`src/rtl/reorder_buffer_pkg.sv`:
```
// Shared sizes, types and tag helpers for the reorder buffer.
package reorder_buffer_pkg;

    localparam int unsigned DEPTH  = 16;
    localparam int unsigned PTR_W  = 4;
    localparam int unsigned TAG_W  = 5;
    localparam int unsigned DATA_W = 32;
    localparam int unsigned REG_W  = 5;

    typedef logic [PTR_W-1:0]  ptr_t;
    typedef logic [PTR_W:0]    cnt_t;
    typedef logic [TAG_W-1:0]  tag_t;
    typedef logic [DATA_W-1:0] data_t;
    typedef logic [REG_W-1:0]  reg_addr_t;

    typedef struct packed {
        logic      valid;
        logic      done;
        logic      has_dest;
        reg_addr_t dest;
        data_t     data;
        logic      mispred;
        data_t     target;
    } slot_t;

    // Tag 0 means "no dependency"; tags above DEPTH name no slot.
    function automatic logic tag_in_range(tag_t tag);
        return (tag != '0) && (tag <= tag_t'(DEPTH));
    endfunction

    function automatic ptr_t tag_to_idx(tag_t tag);
        return ptr_t'(tag - tag_t'(1));
    endfunction

    function automatic tag_t idx_to_tag(ptr_t idx);
        return tag_t'(idx) + tag_t'(1);
    endfunction

endpackage

```
`src/rtl/reorder_buffer_if.sv`:
```
// Dispatch, writeback, operand-query and commit signals of the reorder buffer.
interface reorder_buffer_if;
    import reorder_buffer_pkg::*;

    logic      alloc_valid_i;
    logic      alloc_has_dest_i;
    reg_addr_t alloc_dest_i;
    logic      alloc_ready_o;
    tag_t      alloc_tag_o;

    logic      wb_valid_i;
    tag_t      wb_tag_i;
    data_t     wb_data_i;
    logic      wb_mispred_i;
    data_t     wb_target_i;

    tag_t      q1_tag_i;
    tag_t      q2_tag_i;
    logic      q1_rdy_o;
    logic      q2_rdy_o;
    data_t     q1_data_o;
    data_t     q2_data_o;

    logic      commit_wEn_o;
    tag_t      commit_wId_o;
    reg_addr_t commit_wAddr_o;
    data_t     commit_wData_o;
    logic      flush_o;
    data_t     flush_pc_o;
    cnt_t      count_o;

    modport master (
        output alloc_valid_i, alloc_has_dest_i, alloc_dest_i,
        output wb_valid_i, wb_tag_i, wb_data_i, wb_mispred_i, wb_target_i,
        output q1_tag_i, q2_tag_i,
        input  alloc_ready_o, alloc_tag_o, q1_rdy_o, q2_rdy_o, q1_data_o, q2_data_o,
        input  commit_wEn_o, commit_wId_o, commit_wAddr_o, commit_wData_o,
        input  flush_o, flush_pc_o, count_o
    );

    modport slave (
        input  alloc_valid_i, alloc_has_dest_i, alloc_dest_i,
        input  wb_valid_i, wb_tag_i, wb_data_i, wb_mispred_i, wb_target_i,
        input  q1_tag_i, q2_tag_i,
        output alloc_ready_o, alloc_tag_o, q1_rdy_o, q2_rdy_o, q1_data_o, q2_data_o,
        output commit_wEn_o, commit_wId_o, commit_wAddr_o, commit_wData_o,
        output flush_o, flush_pc_o, count_o
    );

endinterface

```
`src/rtl/reorder_buffer_bypass.sv`:
```
// Operand lookup by tag: same-cycle writeback forward first, then finished slots.
module reorder_buffer_bypass
    import reorder_buffer_pkg::*;
(
    input  tag_t             q_tag_i,
    input  logic             wb_valid_i,
    input  tag_t             wb_tag_i,
    input  data_t            wb_data_i,
    input  logic [DEPTH-1:0] slot_valid_i,
    input  logic [DEPTH-1:0] slot_done_i,
    input  data_t            slot_data_i [DEPTH],
    output logic             q_rdy_o,
    output data_t            q_data_o
);

    ptr_t idx;

    // Resolve the queried tag to a ready flag and value.
    always_comb begin
        q_rdy_o  = 1'b0;
        q_data_o = '0;
        idx      = tag_to_idx(q_tag_i);
        if (q_tag_i != '0) begin
            if (wb_valid_i && (wb_tag_i == q_tag_i)) begin
                q_rdy_o  = 1'b1;
                q_data_o = wb_data_i;
            end else if (tag_in_range(q_tag_i) && slot_valid_i[idx] && slot_done_i[idx]) begin
                q_rdy_o  = 1'b1;
                q_data_o = slot_data_i[idx];
            end
        end
    end

endmodule

```
`src/rtl/reorder_buffer.sv`:
```
// In-order retirement buffer: allocates slots at dispatch, collects results by tag,
// retires one head entry per cycle to the regfile and flushes on a mispredicted retire.
module reorder_buffer
    import reorder_buffer_pkg::*;
(
    input logic             clk,
    input logic             rst,
    input logic             rdy,
    reorder_buffer_if.slave bus
);

    slot_t     slots_q [DEPTH];
    ptr_t      head_q;
    ptr_t      tail_q;
    cnt_t      count_q;
    logic      commit_wen_q;
    tag_t      commit_wid_q;
    reg_addr_t commit_waddr_q;
    data_t     commit_wdata_q;
    logic      flush_q;
    data_t     flush_pc_q;

    slot_t            head_slot;
    logic             alloc_ready;
    logic             alloc_fire;
    logic             retire_fire;
    logic             flush_fire;
    logic             wb_hit;
    ptr_t             wb_idx;
    logic [DEPTH-1:0] slot_valid;
    logic [DEPTH-1:0] slot_done;
    data_t            slot_data [DEPTH];

    // Handshake decode, all from start-of-cycle state.
    always_comb begin
        head_slot   = slots_q[head_q];
        retire_fire = rdy & head_slot.valid & head_slot.done;
        flush_fire  = retire_fire & head_slot.mispred;
        // Allocation is blocked during the flush pulse so the redirected stream starts clean.
        alloc_ready = !rst && (count_q < cnt_t'(DEPTH)) && !flush_q;
        alloc_fire  = rdy & bus.alloc_valid_i & alloc_ready;
        wb_idx      = tag_to_idx(bus.wb_tag_i);
        wb_hit      = rdy & bus.wb_valid_i & tag_in_range(bus.wb_tag_i) & slots_q[wb_idx].valid;
        for (int i = 0; i < DEPTH; i++) begin
            slot_valid[i] = slots_q[i].valid;
            slot_done[i]  = slots_q[i].done;
            slot_data[i]  = slots_q[i].data;
        end
    end

    // Slot array, pointers, count and registered commit/flush outputs.
    always_ff @(posedge clk) begin
        if (rst) begin
            for (int i = 0; i < DEPTH; i++) slots_q[i] <= '0;
            head_q         <= '0;
            tail_q         <= '0;
            count_q        <= '0;
            commit_wen_q   <= 1'b0;
            commit_wid_q   <= '0;
            commit_waddr_q <= '0;
            commit_wdata_q <= '0;
            flush_q        <= 1'b0;
            flush_pc_q     <= '0;
        end else if (rdy) begin
            commit_wen_q <= retire_fire & head_slot.has_dest & (head_slot.dest != '0);
            flush_q      <= flush_fire;
            if (retire_fire) begin
                commit_wid_q   <= idx_to_tag(head_q);
                commit_waddr_q <= head_slot.dest;
                commit_wdata_q <= head_slot.data;
            end
            if (flush_fire) begin
                flush_pc_q <= head_slot.target;
                for (int i = 0; i < DEPTH; i++) slots_q[i].valid <= 1'b0;
                head_q  <= '0;
                tail_q  <= '0;
                count_q <= '0;
            end else begin
                // A free tail slot is never valid, so wb and alloc never touch the same slot.
                if (wb_hit) begin
                    slots_q[wb_idx].done    <= 1'b1;
                    slots_q[wb_idx].data    <= bus.wb_data_i;
                    slots_q[wb_idx].mispred <= bus.wb_mispred_i;
                    slots_q[wb_idx].target  <= bus.wb_target_i;
                end
                if (alloc_fire) begin
                    slots_q[tail_q] <= '{valid: 1'b1, done: 1'b0, has_dest: bus.alloc_has_dest_i,
                                         dest: bus.alloc_dest_i, data: '0, mispred: 1'b0,
                                         target: '0};
                    tail_q <= tail_q + ptr_t'(1);
                end
                if (retire_fire) begin
                    slots_q[head_q].valid <= 1'b0;
                    head_q <= head_q + ptr_t'(1);
                end
                count_q <= count_q + cnt_t'(alloc_fire) - cnt_t'(retire_fire);
            end
        end
    end

    assign bus.alloc_ready_o  = alloc_ready;
    assign bus.alloc_tag_o    = idx_to_tag(tail_q);
    assign bus.commit_wEn_o   = commit_wen_q;
    assign bus.commit_wId_o   = commit_wid_q;
    assign bus.commit_wAddr_o = commit_waddr_q;
    assign bus.commit_wData_o = commit_wdata_q;
    assign bus.flush_o        = flush_q;
    assign bus.flush_pc_o     = flush_pc_q;
    assign bus.count_o        = count_q;

    reorder_buffer_bypass u_bypass_q1 (
        .q_tag_i      (bus.q1_tag_i),
        .wb_valid_i   (bus.wb_valid_i),
        .wb_tag_i     (bus.wb_tag_i),
        .wb_data_i    (bus.wb_data_i),
        .slot_valid_i (slot_valid),
        .slot_done_i  (slot_done),
        .slot_data_i  (slot_data),
        .q_rdy_o      (bus.q1_rdy_o),
        .q_data_o     (bus.q1_data_o)
    );

    reorder_buffer_bypass u_bypass_q2 (
        .q_tag_i      (bus.q2_tag_i),
        .wb_valid_i   (bus.wb_valid_i),
        .wb_tag_i     (bus.wb_tag_i),
        .wb_data_i    (bus.wb_data_i),
        .slot_valid_i (slot_valid),
        .slot_done_i  (slot_done),
        .slot_data_i  (slot_data),
        .q_rdy_o      (bus.q2_rdy_o),
        .q_data_o     (bus.q2_data_o)
    );

endmodule

```
`src/flat_wrapper.sv`:
```
// flat-port wrapper written by rule: the top's interface ports become plain ports
module reorder_buffer_flat import reorder_buffer_pkg::*;
  (clk, rst, rdy, bus_alloc_valid_i, bus_alloc_has_dest_i, bus_alloc_dest_i, bus_wb_valid_i, bus_wb_tag_i, bus_wb_data_i, bus_wb_mispred_i, bus_wb_target_i, bus_q1_tag_i, bus_q2_tag_i, bus_alloc_ready_o, bus_alloc_tag_o, bus_q1_rdy_o, bus_q2_rdy_o, bus_q1_data_o, bus_q2_data_o, bus_commit_wEn_o, bus_commit_wId_o, bus_commit_wAddr_o, bus_commit_wData_o, bus_flush_o, bus_flush_pc_o, bus_count_o);
  reorder_buffer_if bus_i ();
  input logic clk;
  input logic rst;
  input logic rdy;
  input wire logic [$bits(bus_i.alloc_valid_i)-1:0] bus_alloc_valid_i;
  input wire logic [$bits(bus_i.alloc_has_dest_i)-1:0] bus_alloc_has_dest_i;
  input wire logic [$bits(bus_i.alloc_dest_i)-1:0] bus_alloc_dest_i;
  input wire logic [$bits(bus_i.wb_valid_i)-1:0] bus_wb_valid_i;
  input wire logic [$bits(bus_i.wb_tag_i)-1:0] bus_wb_tag_i;
  input wire logic [$bits(bus_i.wb_data_i)-1:0] bus_wb_data_i;
  input wire logic [$bits(bus_i.wb_mispred_i)-1:0] bus_wb_mispred_i;
  input wire logic [$bits(bus_i.wb_target_i)-1:0] bus_wb_target_i;
  input wire logic [$bits(bus_i.q1_tag_i)-1:0] bus_q1_tag_i;
  input wire logic [$bits(bus_i.q2_tag_i)-1:0] bus_q2_tag_i;
  output wire logic [$bits(bus_i.alloc_ready_o)-1:0] bus_alloc_ready_o;
  output wire logic [$bits(bus_i.alloc_tag_o)-1:0] bus_alloc_tag_o;
  output wire logic [$bits(bus_i.q1_rdy_o)-1:0] bus_q1_rdy_o;
  output wire logic [$bits(bus_i.q2_rdy_o)-1:0] bus_q2_rdy_o;
  output wire logic [$bits(bus_i.q1_data_o)-1:0] bus_q1_data_o;
  output wire logic [$bits(bus_i.q2_data_o)-1:0] bus_q2_data_o;
  output wire logic [$bits(bus_i.commit_wEn_o)-1:0] bus_commit_wEn_o;
  output wire logic [$bits(bus_i.commit_wId_o)-1:0] bus_commit_wId_o;
  output wire logic [$bits(bus_i.commit_wAddr_o)-1:0] bus_commit_wAddr_o;
  output wire logic [$bits(bus_i.commit_wData_o)-1:0] bus_commit_wData_o;
  output wire logic [$bits(bus_i.flush_o)-1:0] bus_flush_o;
  output wire logic [$bits(bus_i.flush_pc_o)-1:0] bus_flush_pc_o;
  output wire logic [$bits(bus_i.count_o)-1:0] bus_count_o;
  assign bus_i.alloc_valid_i = bus_alloc_valid_i;
  assign bus_i.alloc_has_dest_i = bus_alloc_has_dest_i;
  assign bus_i.alloc_dest_i = bus_alloc_dest_i;
  assign bus_i.wb_valid_i = bus_wb_valid_i;
  assign bus_i.wb_tag_i = bus_wb_tag_i;
  assign bus_i.wb_data_i = bus_wb_data_i;
  assign bus_i.wb_mispred_i = bus_wb_mispred_i;
  assign bus_i.wb_target_i = bus_wb_target_i;
  assign bus_i.q1_tag_i = bus_q1_tag_i;
  assign bus_i.q2_tag_i = bus_q2_tag_i;
  assign bus_alloc_ready_o = bus_i.alloc_ready_o;
  assign bus_alloc_tag_o = bus_i.alloc_tag_o;
  assign bus_q1_rdy_o = bus_i.q1_rdy_o;
  assign bus_q2_rdy_o = bus_i.q2_rdy_o;
  assign bus_q1_data_o = bus_i.q1_data_o;
  assign bus_q2_data_o = bus_i.q2_data_o;
  assign bus_commit_wEn_o = bus_i.commit_wEn_o;
  assign bus_commit_wId_o = bus_i.commit_wId_o;
  assign bus_commit_wAddr_o = bus_i.commit_wAddr_o;
  assign bus_commit_wData_o = bus_i.commit_wData_o;
  assign bus_flush_o = bus_i.flush_o;
  assign bus_flush_pc_o = bus_i.flush_pc_o;
  assign bus_count_o = bus_i.count_o;
  reorder_buffer u_core (.clk(clk), .rst(rst), .rdy(rdy), .bus(bus_i));
endmodule
```
`config.mk`:
```
export PLATFORM = sky130hd
export DESIGN_NAME = reorder_buffer_flat
export DESIGN_NICKNAME = d
export VERILOG_FILES = /design/src/rtl/reorder_buffer_pkg.sv /design/src/rtl/reorder_buffer_if.sv /design/src/rtl/reorder_buffer_bypass.sv /design/src/rtl/reorder_buffer.sv /design/src/flat_wrapper.sv
export SDC_FILE = /design/constraint.sdc
export NUM_CORES = 2
export LEC_CHECK = 0
export ABC_AREA = 1
export CAP_MARGIN = 15
export CORE_ASPECT_RATIO = 1.5
export CORE_UTILIZATION = 25
export DETAILED_ROUTE_END_ITERATION = 7
export PLACE_DENSITY = 0.49
export REMOVE_ABC_BUFFERS = 1
export SETUP_SLACK_MARGIN = 0.1
export SYNTH_ARGS = -nofsm -noshare
export SYNTH_HDL_FRONTEND = slang
export SYNTH_SLANG_ARGS = --single-unit
```
`constraint.sdc`:
```
create_clock -name clk -period 6.48 [get_ports clk]
set_clock_uncertainty 0.05 [all_clocks]
set_input_delay 1.296 -clock clk [delete_from_list [all_inputs] [get_ports clk]]
set_output_delay 1.296 -clock clk [all_outputs]
set_load 0.005 [all_outputs]
```
# Yosys cells after proc, flatten, opt, wreduce, memory -nomap -nowiden
# Memories as Yosys holds them, arrays and structs flattened. A register that Yosys moved wholly into a read port is not among the register bits.
# Cells that the tools add are included.
[word_totals]
reg_bits = 89
mem_bits_rw = 1168
input_bits = 91
elab_cells = 162
n_memories = 1
[memory_table]
columns = ["name", "depth", "width", "rd", "rd_ports_with_merged_regs", "wr", "line_no", "rtl"]
rows = [
  ["u_core.slots_q", 16, 73, 18, 1, 16, "reorder_buffer.sv:12", "slot_t slots_q [DEPTH];"],
]
[classes]
n_addsub = 9
magnitude_cmp = 8
eq_ne = 2
mux = 79
bitwise = 28
reduce_logical = 26
[ops]
columns = ["operator", "count"]
rows = [
  ["2-to-1 mux 32 bit", 10],
  ["binary-select mux 32 bit (select 4 bit)", 2],
  ["2-to-1 mux 73 bit", 3],
  ["OR reduction 73 bit", 3],
  ["2-to-1 mux 1 bit", 47],
  ["2-to-1 mux 4 bit", 9],
  ["nonzero test 5 bit", 4],
  ["binary-select mux 1 bit (select 4 bit)", 4],
  ["bitwise OR 1 bit", 16],
  ["<= comparator 5 bit, second input constant", 3],
  ["subtractor 4 x 1 -> 4 bit, second input constant", 3],
  ["logical AND 1 bit", 11],
  ["adder 4 x 1 -> 5 bit, second input constant", 2],
  ["AND 1 bit", 10],
  ["equality test 5 bit", 2],
  [">= comparator 5 bit, second input constant", 2],
  ["< comparator 4 x 5 -> 1 bit, second input constant", 2],
  ["NOT 4 -> 5 bit", 2],
  ["adder 4 x 1 -> 4 bit, second input constant", 2],
  ["AND reduction 2 bit", 4],
  ["adder 5 x 1 -> 5 bit", 1],
  ["< comparator 5 bit, second input constant", 1],
  ["2-to-1 mux 5 bit", 1],
  ["subtractor 5 x 1 -> 5 bit", 1],
  ["other kinds (4)", 7],
]

# Depth between registers and ports, before layout
[logic_depth]
word_depth = 11
depth_mapped = 20

# Hierarchy
# A second synthesis with hierarchy kept.
[unflattened]
hier_cells = 10459
hier_area_um2 = 70332.5
[modules_own_cells]
columns = ["mod", "n_inst", "cells_per_inst", "area_each_um2"]
rows = [
  ["reorder_buffer", 1, 7725, 58371.0],
  ["reorder_buffer_bypass", 2, 1367, 5980.7],
]

# Least setup slack after synthesis
# No wires, ideal clock.
[synth_timing]
path_type = "input -> output"
start = "in bus_q1_tag_i[0]"
end = "out bus_q1_data_o[4]"
arrival_time_ns = 3.872
setup_slack_ns = 1.262
path_stages = 16
cell_sequence = "buf_2 -> inv_2 -> clkbuf_1 -> clkbuf_1 -> ha_1 -> clkbuf_1 -> inv_1 -> buf_2 -> clkbuf_1 -> clkbuf_1 -> a21oi_1 -> o21ai_0 -> nand3_1 -> nand3_1 -> o211ai_1 -> a21oi_1"
[synth_via]
elab_chain_cells = 8
word_cells_on_any_way = 19
classes_between = "1 x add/sub; 1 x order compare; 1 x eq/ne; 10 x mux; 1 x bitwise; 5 x reduce/logical"
[synth_lines]
columns = ["element", "line_no", "rtl"]
rows = [
  ["start, declared", "flat_wrapper.sv:16", "input wire logic [$bits(bus_i.q1_tag_i)-1:0] bus_q1_tag_i;"],
  ["subtractor 4 x 1 -> 4 bit", "reorder_buffer_pkg.sv:32", "return ptr_t'(tag - tag_t'(1));"],
  ["NOT 4 -> 5 bit (implied by the code) or binary-select mux 1 bit (select 4 bit) (tied branches)", "reorder_buffer_bypass.sv:29, reorder_buffer_bypass.sv:27", ""],
  ["binary-select mux 32 bit (select 4 bit) or 2-to-1 mux 1 bit (tied branches)", "reorder_buffer_bypass.sv:29, reorder_buffer_bypass.sv:27", ""],
  ["2-to-1 mux 32 bit (implied by the code) or logical AND 1 bit (tied branches) (2 in series)", "reorder_buffer_bypass.sv:29, reorder_buffer_bypass.sv:27", ""],
  ["2-to-1 mux 32 bit", "reorder_buffer_bypass.sv:27", "end else if (tag_in_range(q_tag_i) && slot_valid_i[idx] && slot_done_i[idx]) begin"],
  ["2-to-1 mux 32 bit", "reorder_buffer_bypass.sv:24", "if (wb_valid_i && (wb_tag_i == q_tag_i)) begin"],
  ["2-to-1 mux 32 bit (*)", "reorder_buffer_bypass.sv:23", "if (q_tag_i != '0) begin"],
  ["end, declared", "flat_wrapper.sv:22", "output wire logic [$bits(bus_i.q1_data_o)-1:0] bus_q1_data_o;"],
]
# Every way passes the cells marked *; elsewhere a longest branch is shown, timed or not. The select of a mux whose other input is x is not followed.

# Final worst setup path
[layout_timing]
start = "in bus_q1_tag_i[1]"
end = "out bus_q1_data_o[16]"
# The elaborated chain is that of the path after synthesis.

==> flow_metrics.py <==
metrics = {
    "status": {
        "outcome": "finished, violations left",
        "violations": "design-rule violations",
    },
    "worst_hold_path": {
        "hold_class": "reg2reg",
        "min_to": "u_core.slots_q[11][54]",
        "min_from": "u_core.slots_q[11][54]",
        "whs_path_depth": 2,
    },
    "yosys": {
        "avgSynthCellArea_um2": 6.92,
        "yosysWarnings": 0,
        "synthAdderAreaFrac_pct": 0.458,
        "synth_compound_area_share_pct": 25.5,
        "yosysSeqAreaShare_pct": 37.5,
        "syn-instance-count": 10100,
        "synth.area.mux_share_pct": 0,
        "syn_area_um2": 69900,
        "synth-xor-area-share_pct": 0.175,
        "synthSimpleGateAreaFrac_pct": 26.6,
        "synth_top_family_by_area": "simple AND/OR/NAND/NOR gates",
        "synth.distinct_cells": 35,
        "ys_seq_elements": 1261,
    },
    "timing": {
        "rsz0062_at_grt": "no",
        "hold_viol": 0,
        "final_max_slew_viol_count": 0,
        "period_minus_slack_ns": 6.30,
        "finalSetupTns_ns": 0,
        "tightest_slew_ns": 1.27,
        "maxSlewHeadroom_pct": 15.6,
        "fmax_ghz": 0.159,
        "finalSetupViolCount": 0,
        "min_period_over_period_pct": 97.2,
    },
    "route": {
        "initialDrtViolationCount": 11500,
        "wl_um": 378000,
        "ant_nets": 0,
        "wire_per_inst_um": 28.6,
        "dr_total_vias": 80200,
        "viasPerCell": 6.06,
        "drc": 2,
        "drtPass1Iterations": 8,
    },
    "worst_setup_path": {
        "ff2ff_path_depth": 13,
        "setup.worst_path.start_class": "input pin",
        "crit_fanout": 18,
        "path_class": "in2out",
        "arrival_ns": 4.95,
        "critPathTopFamily": "buffers and inverters",
        "slowest_stage": "o211ai_1",
        "reg2reg_to": "u_core.slots_q[11][52]",
        "crit_buf_inv": 7,
        "cp-end-kind": "output pin",
        "required_ns": 5.13,
        "rrSetupSlack_ns": 1.46,
        "crit_path_max_incr_delay_ns": 0.87,
        "path_cells": "clkdlybuf4s50_1 -> inv_1 -> nand3_1 -> xor2_4 -> inv_2 -> buf_4 -> buf_6 -> o31ai_1 -> o211ai_1 -> a21oi_1 -> buf_4 -> clkdlybuf4s50_1",
    },
    "pwr": {
        "sw_frac_of_total_pct": 29.1,
        "intPower_w": 0.0132,
        "power_per_cell_area_nw_per_um2": 235,
        "peakVddDrop_mv": 0.194,
        "combPwrFrac_pct": 12.6,
        "clkPwrFrac_pct": 45.0,
        "seqPwrFrac_pct": 42.4,
        "power.switching_w": 0.00543,
        "p_leak_nw": 25.5,
        "finalPower_w": 0.0187,
    },
    "layout": {
        "fillCellCount": 30000,
        "final_cell_mix": "a21oi_1 (1,533), nand3_1 (1,491), o21ai_0 (1,259)",
        "area_delta_synth_final_pct": 13.5,
        "drive_above_1_share_pct": 5.55,
        "post-route-util_pct": 28.6,
        "final_common_cell": "a21oi_1",
        "final_cells": 13200,
        "postLayoutCellArea_um2": 79300,
        "final_nets": 9533,
    },
    "placement": {
        "dp_cells": 13000,
        "port-buffer-count": 243,
        "dpl_cell_area_um2": 74800,
        "gp_congestion": 0.909,
        "hpwl_um": 202000,
    },
    "clocking": {
        "clock_path_buffers": 4,
        "cts.sink_count": 1261,
        "numCtsBuffers": 141,
        "cts_root_buffer": "clkbuf_16",
        "clkLatencyLatePin_ns": 0.87,
        "clk_pin_slew_worst_paths_ns": 0.06,
        "cts_tree": "yes",
        "htree_num_levels": 4,
    },
    "floorplanning": {
        "initial_core_util_pct": 25.1,
        "boundaryPins": 244,
        "die_area_um2": 282000,
        "num_rows": 237,
        "coreArea_um2": 278000,
        "die_w_um": 434,
        "die_h_um": 650,
    },
    "grt": {
        "grt_first_pass_wirelength_um": 536000,
        "globalRouteOverflowTotal": 0,
        "grt_pass1_vias": 74600,
        "grt_max_degree": 225,
        "grt_usage_pct": 25.4,
        "antenna_found_initial": 32,
    },
    "job": {
        "cap_viol_max_count": 0,
    },
}
-- worst max path at each step --
stage / startpoint / end / slack (ns) / cells past startpoint
after floorplan: register / u_core.slots_q[8][65] / -29.08 / 11
after global placement: bus_q2_tag_i[1] / bus_q2_data_o[7] / 0.29 / 13
after detailed placement: bus_q1_tag_i[1] / bus_q1_data_o[16] / 0.33 / 12
after CTS: bus_q1_tag_i[1] / bus_q1_data_o[16] / 0.30 / 12
after global routing: bus_q2_tag_i[2] / bus_q2_data_o[7] / 0.12 / 11
final: bus_q1_tag_i[1] / bus_q1_data_o[16] / 0.18 / 12
-- power by group through the flow --
stage	logic, W	registers [W]	clock network (W)
5_1_grt	0.00245	0.00793	0.00874
6_report	0.00235	0.00793	0.00840
2_1_floorplan	0.00104	0.00812	0
4_1_cts	0.00228	0.00793	0.00849
3_5_place_dp	0.00228	0.00810	0
3_3_place_gp	0.00227	0.00810	0
-- layer usage --
layer | track usage, % | part of all wire [%]
met5 | 0 | 0.040
met2 | 40.0 | 45
met1 | 31.2 | 38
met4 | 17.3 | 7.6
met3 | 4.79 | 9.7
-- tightest hold or removal path, cell delays in order (launching register included) --
cell	delay, ns
dfxtp_1	0.31
nand2_1	0.05
o21ai_0	0.06
-- kinds of logic (layout without fill, tap and decap cells) --
group / Yosys count / after routing
simple gates: 3820 / 3820
compound gates: 3308 / 3308
buf+inv: 1670 / 1090
flops: 1261 / 1261
fa+ha+maj: 25 / 25
xor+xnor: 14 / 14
other cells: 0 / 10
-- repair_timing --
| action | 4_1_cts | 5_1_grt |
|---|---|---|
| buffers inserted | 0 | 0 |
| setup endpoints to repair | 0 | 1 |
| gates resized for setup | 0 | 1 |
| hold buffers | 0 | 0 |
-- metrics by stage --
| stage | hold WS, ns | setup WS [ns] |
|---|---|---|
| detailed placement | 0.409 | 0.328 |
| CTS | 0.421 | 0.302 |
| finish | 0.419 | 0.183 |
| floorplan | 0.395 | -29.08 |
| global route | 0.432 | 0.119 |
| global placement | 0.405 | 0.294 |
-- flip-flops by register name (all words and copies together) (netlist names), named ones only --
signal                     flops
u_core.slots_q              1168
u_core.bus.commit_wId_o        5
u_core.tail_q                  4
u_core.head_q                  4
u_core.bus.commit_wEn_o        1
u_core.bus.commit_wData_o     32
u_core.bus.commit_wAddr_o      5
u_core.bus.flush_o             1
u_core.bus.flush_pc_o         32
u_core.bus.count_o             5
-- cell type report --
type | instances | area (µm²) | area share, %
tap | 3704 | 4630 | 5.84
clock inverter | 37 | 412 | 0.519
inverter | 370 | 1430 | 1.80
multi-input combinational | 7167 | 37400 | 47.1
sequential | 1261 | 26200 | 33.0
clock buffer | 207 | 4140 | 5.22
antenna | 10 | 25.0 | 0.0315
timing repair buffer | 476 | 5130 | 6.47
-- cell usage after synthesis --
cell | count | area share [%]
xor2_1 | 9 | 0.11
o31ai_1 | 47 | 0.50
clkbuf_1 | 776 | 4.2
buf_2 | 347 | 2.5
nor3_1 | 9 | 0.064
nand2_4 | 1 | 0.016
nand2_1 | 743 | 4.0
a221oi_1 | 4 | 0.050
nor3b_1 | 1 | 0.011
o21ai_1 | 1 | 0.0072
buf_1 | 145 | 0.78
inv_1 | 353 | 1.9
nor2_1 | 627 | 3.4
inv_2 | 10 | 0.054
o211ai_1 | 147 | 1.6
buf_6 | 4 | 0.064
a21oi_1 | 1533 | 11
a211oi_1 | 130 | 1.4
nand3_1 | 1509 | 11
edfxtp_1 | 96 | 4.1
dfxtp_1 | 1165 | 33
o221ai_1 | 73 | 0.91
a31oi_1 | 37 | 0.33
clkinv_1 | 7 | 0.038
nor3_2 | 3 | 0.043
xnor2_1 | 5 | 0.063
nand4_1 | 923 | 8.3
fa_1 | 1 | 0.029
nor2_4 | 1 | 0.016
o22ai_1 | 76 | 0.68
ha_1 | 24 | 0.43
buf_4 | 28 | 0.30
nor2_2 | 3 | 0.027
o21ai_0 | 1259 | 9.0
o21a_1 | 1 | 0.011
No activity file was read; power rests on OpenSTA's default activity.
